--- src/rtl/music_pkg.sv ---
// Shared widths, FSM state codes and song table for the song reader.
// song_word() holds the song data that song_rom registers.
package music_pkg;

    localparam int SONG_W = 2;
    localparam int IDX_W  = 5;
    localparam int NOTE_W = 6;
    localparam int DUR_W  = 6;
    localparam int ADDR_W = SONG_W + IDX_W;
    localparam int WORD_W = NOTE_W + DUR_W;

    localparam logic [DUR_W-1:0] END_DUR = '0;

    localparam logic [2:0] S_IDLE     = 3'd0;
    localparam logic [2:0] S_FETCH    = 3'd1;
    localparam logic [2:0] S_CHECK    = 3'd2;
    localparam logic [2:0] S_WAIT     = 3'd3;
    localparam logic [2:0] S_PAUSE    = 3'd4;
    localparam logic [2:0] S_FINISHED = 3'd5;

    // Word layout is {note, dur}; dur == END_DUR marks end of song.
    function automatic logic [WORD_W-1:0] song_word(
        input logic [ADDR_W-1:0] addr
    );
        logic [SONG_W-1:0] s;
        logic [IDX_W-1:0]  i;
        logic [NOTE_W-1:0] n;
        logic [DUR_W-1:0]  d;
        s = addr[ADDR_W-1:IDX_W];
        i = addr[IDX_W-1:0];
        n = '0;
        d = '0;
        case (s)
            2'd0: begin
                if (i == 5'd0) begin
                    n = 6'd12;
                    d = 6'd4;
                end else if (i == 5'd1) begin
                    n = 6'd20;
                    d = 6'd8;
                end
            end
            // Full 32-entry song with no end marker.
            2'd1: begin
                n = NOTE_W'(i) + 6'd1;
                d = 6'd32 - DUR_W'(i);
            end
            2'd2: begin
                if (i < 5'd10) begin
                    n = 6'd40 + NOTE_W'(i);
                    d = DUR_W'(i) + 6'd2;
                end
            end
            default: begin
                if (i < 5'd7) begin
                    n = (NOTE_W'(i) << 1) + 6'd1;
                    d = 6'd5;
                end
            end
        endcase
        return {n, d};
    endfunction

endpackage

--- src/rtl/song_reader_if.sv ---
// Handshake bundle between the music controller/note_player and song_reader.
// master drives play/song/note_done; slave (song_reader) drives the note pair.
interface song_reader_if;
    import music_pkg::*;

    logic              play;
    logic [SONG_W-1:0] song;
    logic              note_done;
    logic [NOTE_W-1:0] note_to_load;
    logic [DUR_W-1:0]  duration_to_load;
    logic              load_new_note;
    logic              song_done;

    modport master (
        output play, song, note_done,
        input  note_to_load, duration_to_load, load_new_note, song_done
    );

    modport slave (
        input  play, song, note_done,
        output note_to_load, duration_to_load, load_new_note, song_done
    );

endinterface

--- src/rtl/song_rom.sv ---
// Song storage: addr = {song, idx}, dout = {note, dur}, one-cycle registered read.
// Ports: clk, addr [ADDR_W-1:0], dout [WORD_W-1:0].
module song_rom
    import music_pkg::*;
(
    input  logic              clk,
    input  logic [ADDR_W-1:0] addr,
    output logic [WORD_W-1:0] dout
);

    logic [WORD_W-1:0] r_dout;

    always_ff @(posedge clk) begin
        r_dout <= song_word(addr);
    end

    assign dout = r_dout;

endmodule

--- src/rtl/song_reader.sv ---
// Walks a song in song_rom, handing one (note, duration) pair per note_done.
// Ports: clk, reset (sync, active-high), bus (song_reader_if.slave).
module song_reader
    import music_pkg::*;
(
    input  logic          clk,
    input  logic          reset,
    song_reader_if.slave  bus
);

    logic [2:0]        r_state;
    logic [IDX_W-1:0]  r_idx;
    logic [SONG_W-1:0] r_song_q;
    logic [NOTE_W-1:0] r_note;
    logic [DUR_W-1:0]  r_dur;
    logic              r_load;
    logic              r_done;

    logic [WORD_W-1:0] w_word;
    logic [NOTE_W-1:0] w_note;
    logic [DUR_W-1:0]  w_dur;
    logic              w_last;
    logic              w_song_chg;

    song_rom u_rom (
        .clk  (clk),
        .addr ({r_song_q, r_idx}),
        .dout (w_word)
    );

    assign w_note = w_word[WORD_W-1:DUR_W];
    assign w_dur  = w_word[DUR_W-1:0];
    assign w_last = (r_idx == '1);

    // A new song select restarts from any active state; IDLE latches on play.
    assign w_song_chg = (r_state != S_IDLE) && (bus.song != r_song_q);

    always_ff @(posedge clk) begin
        if (reset) begin
            r_state  <= S_IDLE;
            r_idx    <= '0;
            r_song_q <= '0;
            r_note   <= '0;
            r_dur    <= '0;
            r_load   <= 1'b0;
            r_done   <= 1'b0;
        end else begin
            r_load <= 1'b0;
            r_done <= 1'b0;
            if (w_song_chg) begin
                r_song_q <= bus.song;
                r_idx    <= '0;
                r_state  <= bus.play ? S_FETCH : S_PAUSE;
            end else begin
                case (r_state)
                    S_IDLE: begin
                        if (bus.play) begin
                            r_song_q <= bus.song;
                            r_idx    <= '0;
                            r_state  <= S_FETCH;
                        end
                    end
                    S_FETCH: begin
                        r_state <= bus.play ? S_CHECK : S_PAUSE;
                    end
                    S_CHECK: begin
                        if (!bus.play) begin
                            r_state <= S_PAUSE;
                        end else if (w_dur == END_DUR) begin
                            r_state <= S_FINISHED;
                            r_done  <= 1'b1;
                        end else begin
                            r_note  <= w_note;
                            r_dur   <= w_dur;
                            r_load  <= 1'b1;
                            r_state <= S_WAIT;
                        end
                    end
                    S_WAIT: begin
                        // Pause wins over note_done so the note replays in full.
                        if (!bus.play) begin
                            r_state <= S_PAUSE;
                        end else if (bus.note_done) begin
                            if (w_last) begin
                                r_state <= S_FINISHED;
                                r_done  <= 1'b1;
                            end else begin
                                r_idx   <= r_idx + IDX_W'(1);
                                r_state <= S_FETCH;
                            end
                        end
                    end
                    S_PAUSE: begin
                        if (bus.play) begin
                            r_state <= S_FETCH;
                        end
                    end
                    S_FINISHED: begin
                        if (!bus.play) begin
                            r_state <= S_IDLE;
                        end
                    end
                    default: begin
                        r_state <= S_IDLE;
                    end
                endcase
            end
        end
    end

    assign bus.note_to_load     = r_note;
    assign bus.duration_to_load = r_dur;
    assign bus.load_new_note    = r_load;
    assign bus.song_done        = r_done;

endmodule
--- src/flat_wrapper.sv ---
// flat-port wrapper written by rule: the top's interface ports become plain ports
module song_reader_flat import music_pkg::*;
  (clk, reset, bus_play, bus_song, bus_note_done, bus_note_to_load, bus_duration_to_load, bus_load_new_note, bus_song_done);
  song_reader_if bus_i ();
  input  logic clk;
  input  logic reset;
  input wire logic [$bits(bus_i.play)-1:0] bus_play;
  input wire logic [$bits(bus_i.song)-1:0] bus_song;
  input wire logic [$bits(bus_i.note_done)-1:0] bus_note_done;
  output wire logic [$bits(bus_i.note_to_load)-1:0] bus_note_to_load;
  output wire logic [$bits(bus_i.duration_to_load)-1:0] bus_duration_to_load;
  output wire logic [$bits(bus_i.load_new_note)-1:0] bus_load_new_note;
  output wire logic [$bits(bus_i.song_done)-1:0] bus_song_done;
  assign bus_i.play = bus_play;
  assign bus_i.song = bus_song;
  assign bus_i.note_done = bus_note_done;
  assign bus_note_to_load = bus_i.note_to_load;
  assign bus_duration_to_load = bus_i.duration_to_load;
  assign bus_load_new_note = bus_i.load_new_note;
  assign bus_song_done = bus_i.song_done;
  song_reader u_core (.clk(clk), .reset(reset), .bus(bus_i));
endmodule
--- config.mk ---
export PLATFORM = sky130hd
export DESIGN_NAME = song_reader_flat
export DESIGN_NICKNAME = d
export VERILOG_FILES = /design/src/rtl/music_pkg.sv /design/src/rtl/song_reader_if.sv /design/src/rtl/song_rom.sv /design/src/rtl/song_reader.sv /design/src/flat_wrapper.sv
export SDC_FILE = /design/constraint.sdc
export NUM_CORES = 1
export LEC_CHECK = 0
export CAP_MARGIN = 20
export CELL_PAD_IN_SITES_DETAIL_PLACEMENT = 1
export CELL_PAD_IN_SITES_GLOBAL_PLACEMENT = 1
export CORE_ASPECT_RATIO = 1.5
export CORE_UTILIZATION = 38
export DETAILED_ROUTE_END_ITERATION = 7
export GPL_TIMING_DRIVEN = 0
export HOLD_SLACK_MARGIN = 0.08
export PLACE_DENSITY_LB_ADDON = 0.1
export SKIP_CTS_REPAIR_TIMING = 1
export SYNTH_ARGS = -nofsm -noshare
export SYNTH_HDL_FRONTEND = slang
export SYNTH_SLANG_ARGS = --single-unit
--- constraint.sdc ---
create_clock -name clk -period 2.2 [get_ports clk]
set_clock_uncertainty 0.15 [all_clocks]
set_input_delay 0.44 -clock clk [delete_from_list [all_inputs] [get_ports clk]]
set_output_delay 0.44 -clock clk [all_outputs]
set_load 0.01 [all_outputs]
==> results of run 1 <==
final timing paths:
| check | end | slack [ns] | cells past startpoint |
|---|---|---|---|
| max reg2reg | u_core.r_idx[3] | 0.13 | 8 |
| min reg2reg | u_core.bus.note_to_load[3] | 0.32 | 2 |
| min | u_core.bus.note_to_load[3] | 0.32 | 2 |
| max | u_core.bus.note_to_load[1] | 0.11 | 8 |
registers in the layout (all words and copies together) (netlist names):
register and count:
u_core.bus.song_done 1, u_core.u_rom.dout 12, u_core.bus.note_to_load 6, u_core.bus.load_new_note 1, u_core.r_state 3, u_core.r_song_q 2, u_core.bus.duration_to_load 6, u_core.r_idx 5
synth_stat cells (4+ instances only):
cell / n
sky130_fd_sc_hd__clkbuf_1: 8
sky130_fd_sc_hd__nand2_1: 16
sky130_fd_sc_hd__nor2_1: 26
sky130_fd_sc_hd__nand2b_1: 8
sky130_fd_sc_hd__nand3_1: 9
sky130_fd_sc_hd__inv_1: 10
sky130_fd_sc_hd__dfxtp_1: 36
sky130_fd_sc_hd__xnor2_1: 4
sky130_fd_sc_hd__ha_1: 12
sky130_fd_sc_hd__mux2i_1: 17
sky130_fd_sc_hd__a21oi_1: 10
sky130_fd_sc_hd__o21ai_0: 12
routing by layer:
layer / up-vias / global-route usage [%] / share of wire (%)
met5: - / 0 / 0
met4: 0 / 11.3 / 2.6
met3: 10 / 3.10 / 2.8
met2: 32 / 34.2 / 54
met1: 803 / 22.8 / 40
li1: 807 / - / -
placed cells by master (no fill, tap or decap), types with 9 or more instances in the layout:
master / synthesis / routed
sky130_fd_sc_hd__clkdlybuf4s50_1: 0 / 18
sky130_fd_sc_hd__nand2_1: 16 / 15
sky130_fd_sc_hd__dfxtp_1: 36 / 34
sky130_fd_sc_hd__mux2i_1: 17 / 17
sky130_fd_sc_hd__o21ai_0: 12 / 10
sky130_fd_sc_hd__nor2_1: 26 / 26
sky130_fd_sc_hd__a21oi_1: 10 / 9
sky130_fd_sc_hd__nand3_1: 9 / 9
sky130_fd_sc_hd__ha_1: 12 / 10
sky130_fd_sc_hd__inv_1: 10 / 10
kinds of logic after synthesis:
| family | count (synthesis) | share of synthesized area (%) |
|---|---|---|
| AOI/OAI and AO/OA | 46 | 16.5 |
| muxes | 17 | 9.06 |
| buffers and inverters | 21 | 4.80 |
| xor gates and xnor gates | 4 | 1.87 |
| adders and majority gates | 12 | 7.99 |
| and+or+nand+nor | 78 | 21.5 |
| DFF | 36 | 38.4 |
through the flow:
stage / setup TNS [ns] / power [mW] / area, um^2 / instances / setup slack [ns]
2_1_floorplan: 0 / 0.784 / 1880 / 214 / 0.118
3_3_place_gp: -3.52 / 0.822 / 2140 / 298 / -0.297
3_5_place_dp: -3.97 / 0.827 / 2140 / 298 / -0.311
4_1_cts: -1.01 / 1.40 / 2250 / 306 / -0.289
5_1_grt: 0 / 1.46 / 2330 / 311 / 0.000501
6_report: 0 / 1.39 / 2330 / 311 / 0.114
layout make-up:
class / count / area share (%)
Tap cell: 66 / 3.54
Sequential cell: 36 / 31.1
Timing Repair Buffer: 24 / 9.65
Clock inverter: 2 / 1.50
Clock buffer: 6 / 3.11
Multi-Input combinational cell: 157 / 47.3
Buffer: 10 / 2.20
Inverter: 10 / 1.61
critical path, cell delays in order:
cell and delay, ns:
sky130_fd_sc_hd__clkdlybuf4s50_1 0.54, sky130_fd_sc_hd__xnor2_2 0.15, sky130_fd_sc_hd__nand2_2 0.13, sky130_fd_sc_hd__nor4_4 0.26, sky130_fd_sc_hd__buf_4 0.18, sky130_fd_sc_hd__buf_8 0.15, sky130_fd_sc_hd__mux2i_1 0.20, sky130_fd_sc_hd__nor2_1 0.05
power by group through the flow:
stage	Sequential [mW]	Clock, mW	Combinational [mW]
after floorplan	0.691	0	0.0935
after global placement	0.693	0	0.129
after detailed placement	0.694	0	0.132
after CTS	0.679	0.589	0.133
after global routing	0.680	0.619	0.156
final	0.678	0.572	0.143
==> implementation parameters, run 1 <==
Parameter                              Value

Status
  Result of the run    complete, no violations

Critical path
  Startpoint of the worst setup timing path    bus_song[0]
  Beginning of the worst register-to-register path    u_core.r_idx[0]
  Maximum fanout along the worst path    10
  Capturing element type of the critical path    flop
  Required time at the endpoint of the critical path    2.21 ns
  Arrival @ worst endpoint    2.10 ns
  Classification of the worst setup path    input pin to flop
  Setup crit start kind    input pin

Route
  Starting DRT DRC Count    63
  Mean number of vias per cell    5.31
  Final routed DRC violation total    0
  Detailed-route wire length    4820 um
  Post-route antenna net violation count    0
  Via Count    1652
  Router iterations before antenna repair    4
  Detailed-route wire length per cell    15.5 um

Floorplan
  Floorplan die width    59.4 um
  Initial cell density of the core    39.4%
  Cell Rows    31
  I/O pin total    20
  Core outline area    0.00477 mm^2
  Die extent in y    88.1 um
  Full die area    0.00523 mm^2

STA
  Final worst hold slack    0.318 ns
  Final period utilization    94.8%
  Setup repair after global routing missed its margin    no
  Worst slew margin relative to its limit    65.8%
  Worst slew pin tran    0.510 ns
  F_max    479 MHz
  Minimum clock period    2.09 ns
  Setup-failing EPs final    0
  Hold violation total from the final report    0
  Final slew viol count    0

Clock tree
  TritonCTS clock tree    done
  Clock latency on the worst-skew pair    0.28 ns
  Root buffer selected by CTS    sky130_fd_sc_hd__clkbuf_8
  Buffer depth of the longest clock path    2
  Sink count of the clock tree    36
  Clock Pin Slew Worst Setup and Hold Paths    0.07 ns
  CTS H-Tree Depth    2
  Cts bufs inserted    5

Synthesis
  Fraction of registers with async set/reset    0%
  Register area share after synthesis    38.4%
  Count of unique library cells instantiated by Yosys    42
  Cell types with the largest area share after synthesis    sky130_fd_sc_hd__dfxtp_1, sky130_fd_sc_hd__mux2i_1, sky130_fd_sc_hd__ha_1, sky130_fd_sc_hd__nor2_1, sky130_fd_sc_hd__o21ai_0
  Netlist area before placement    0.00188 mm^2
  Area share of the leading cell type in the synthesized netlist    38.4%
  Largest area contributor in the synthesized netlist    sky130_fd_sc_hd__dfxtp_1
  Syn nets    232
  Yosys warning count    0
  Instance count of the mapped netlist    214
  Post-Synthesis Mean Instance Area    8.78 um^2
  Most instantiated flip-flop cell in the synthesis netlist    sky130_fd_sc_hd__dfxtp_1
  Number of synthesized flops with an enable pin    0
  Flops & latches, synth    36

Place
  Last weighted congestion value of the routability-driven placer    0.881
  Count of input and output buffers    18
  HPWL after detailed placement    3630 um

Power and ir drop
  Reported leakage power    0.857 nW
  Switching power    0.334 mW
  Clock power share    41.1%
  Switching power share of the total    24.0%
  Share of power burned in combinational logic    10.3%
  Pwr Density    597 mW/mm^2
  Maximum vdd drop    0.495 mV
  Internal power component    1.06 mW
  Sequential group share of total power    48.7%

Cells and area
  P&R area growth vs syn    24.3%
  Number of antenna cells inserted    0
  Area of combinational cells with multiple inputs    0.00110 mm^2
  Fraction of layout cells with a size suffix above 1    12.2%
  Area taken by flip-flops and latches    726 um^2
  Fill cell count    590
  Nets@finish    262
  Final core utilization    48.9%

Min path
  Hold Crit Start    u_core.u_rom.dout[9]
  Type of the tightest min-delay check    flop to flop

Job
  Max_cap viols    0

GRT
  Wire length of the first global-routing pass    7800 um
  Global-route congestion overflow total    0
  Largest net degree at the start of global routing    12
  Via count of the first global-routing pass    1695
  GR Util All Layers    19.9%
  Antenna violations before repair    0
No activity file was read; power rests on OpenSTA's default activity.
==> run 2, diff against run 1 <==
--- a/config.mk
+++ b/config.mk
@@ -11,6 +11,7 @@
 export CORE_ASPECT_RATIO = 1.5
 export CORE_UTILIZATION = 38
 export DETAILED_ROUTE_END_ITERATION = 7
+export GPL_ROUTABILITY_DRIVEN = 0
 export GPL_TIMING_DRIVEN = 0
 export HOLD_SLACK_MARGIN = 0.08
 export PLACE_DENSITY_LB_ADDON = 0.1
==> run 2 against run 1 <==
First-iteration DRC count down 9.5%. Largest power group unchanged. Combinational power about the same. Core utilization down 1.1 points. Largest cell class unchanged. Worst setup slack worse by 0.029 ns. Critical path depth unchanged. Critical path type is now flop to flop.
==> implementation parameters, run 2 (synthesized netlist as in run 1, its figures left out) <==
Parameter                              Value

Floorplan
  I/O pin total    20 (unchanged)
  Initial cell density of the core    39.4% (unchanged)
  Floorplan die width    59.4 um (unchanged)
  Full die area    0.00523 mm^2 (unchanged)
  Core outline area    0.00477 mm^2 (unchanged)
  Cell Rows    31 (unchanged)
  Die extent in y    88.1 um (unchanged)

Route
  Via Count    1628 (-1.5%)
  Detailed-route wire length    4780 um (-0.81%)
  Final routed DRC violation total    0 (unchanged)
  Detailed-route wire length per cell    15.6 um (+0.48%)
  Router iterations before antenna repair    4 (unchanged)
  Mean number of vias per cell    5.30 (-0.17%)
  Starting DRT DRC Count    57 (-9.5%)
  Post-route antenna net violation count    0 (unchanged)

Critical path
  Setup crit start kind    flop
  Required time at the endpoint of the critical path    2.21 ns (about the same)
  Classification of the worst setup path    flop to flop
  Arrival @ worst endpoint    2.12 ns (+0.02 ns)
  Maximum fanout along the worst path    10 (unchanged)
  Capturing element type of the critical path    flop

Cells and area
  Leading cell types in the layout, fill and taps excluded    sky130_fd_sc_hd__dfxtp_1, sky130_fd_sc_hd__nor2_1, sky130_fd_sc_hd__clkdlybuf4s50_1
  Non-Filler Cell Area, Final    0.00228 mm^2 (-2.3%)
  Final core utilization    47.8% (-1.1 points)
  Most frequent standard cell in the layout excluding fill and tap cells    sky130_fd_sc_hd__dfxtp_1
  P&R area growth vs syn    21.5%
  Non-filler cells in the finished layout    307 (-1.3%)
  Nets@finish    258 (-1.5%)
  Fraction of layout cells with a size suffix above 1    10.8% (-1.5 points)
  Number of antenna cells inserted    0 (unchanged)
  Max reg flops    12 (unchanged)

Clock tree
  Clock latency on the worst-skew pair    0.29 ns (about the same)
  TritonCTS clock tree    done
  CTS H-Tree Depth    2 (unchanged)
  Sink count of the clock tree    36 (unchanged)
  Cts bufs inserted    5 (unchanged)
  Root buffer selected by CTS    sky130_fd_sc_hd__clkbuf_8
  Buffer depth of the longest clock path    2 (unchanged)
  Clock Pin Slew Worst Setup and Hold Paths    0.07 ns (about the same)

Min path
  Type of the tightest min-delay check    flop to flop

STA
  Final slew viol count    0 (unchanged)
  Minimum clock period    2.12 ns (+0.0294 ns)
  F_max    473 MHz (-1.4%)
  Setup-failing EPs final    0 (unchanged)
  Aggregate negative setup slack    0 ns (unchanged)
  Worst slew margin relative to its limit    62.8% (-3.0 points)
  Setup repair after global routing missed its margin    no
  Worst slew pin tran    0.555 ns (+0.0453 ns)
  Final worst hold slack    0.318 ns (-0.0000710 ns)
  Final period utilization    96.2% (+1.3 points)
  Worst-case setup margin in the final layout    0.0843 ns (-0.0294 ns)
  Hold violation total from the final report    0 (unchanged)

Power and ir drop
  Final Power    1.31 mW (-6.0%)
  Maximum vdd drop    0.548 mV (+11%)
  Pwr Density    574 mW/mm^2 (-3.9%)
  Reported leakage power    0.827 nW (-3.4%)

GRT
  Largest net degree at the start of global routing    12 (unchanged)
  Global-route congestion overflow total    0 (unchanged)
  GR Util All Layers    20.2% (+0.33 points)
  Via count of the first global-routing pass    1648 (-2.8%)
  Antenna violations before repair    0 (unchanged)
  Wire length of the first global-routing pass    7730 um (-0.88%)

Place
  Cell count after placement    298 (unchanged)
  Placement-stage worst setup slack    -0.312 ns (-0.00115 ns)
  HPWL after detailed placement    3750 um (+3.4%)
  Count of input and output buffers    18 (unchanged)
  Post-place instance area    0.00214 mm^2 (unchanged)

Status
  Result of the run    complete, no violations

Job
  Max_cap viols    0 (unchanged)
run 2: area by class of cell:
class	count	area, um^2
fillers	575	2490
multi-input cells	157	1090
flip-flops and latches	36	726
repair buffers	20	195
clock buffers	7	86.3
well taps	66	82.6
plain buffers	10	51.3
inverters	10	37.5
clock inverters	1	7.51
run 2: worst max-delay path: stages (launching register included):
cell and delay (ns):
sky130_fd_sc_hd__dfxtp_4 0.39, sky130_fd_sc_hd__ha_2 0.22, sky130_fd_sc_hd__and3_1 0.20, sky130_fd_sc_hd__ha_1 0.22, sky130_fd_sc_hd__nand4b_1 0.23, sky130_fd_sc_hd__a21oi_4 0.21
sky130_fd_sc_hd__o21ai_0 0.11, sky130_fd_sc_hd__a22oi_1 0.20, sky130_fd_sc_hd__nor2_1 0.06
run 2: power by group:
group	total (mW)	internal (mW)	switching, mW
Combinational	0.140	0.0529	0.0873
Sequential	0.677	0.667	0.00968
Clock	0.491	0.254	0.237
run 2: path summary, 6_finish.rpt:
kind | startpoint | end | slack [ns] | cells after the start
setup / recovery | u_core.r_idx[0] | u_core.r_idx[3] | 0.08 | 8
hold / removal | u_core.u_rom.dout[7] | u_core.bus.note_to_load[1] | 0.32 | 2
setup reg to reg | u_core.r_idx[0] | u_core.r_idx[3] | 0.08 | 8
hold reg to reg | u_core.u_rom.dout[7] | u_core.bus.note_to_load[1] | 0.32 | 2
run 2: routing by layer:
metal | part of all wire [%] | vias up | track usage (%) | wire (um)
met5 | 0 | - | 0 | 0
met4 | 1.7 | 0 | 10.6 | 83
met3 | 2.8 | 6 | 3.69 | 134
met2 | 56 | 29 | 36.9 | 2670
met1 | 40 | 793 | 21.4 | 1900
li1 | - | 800 | - | -
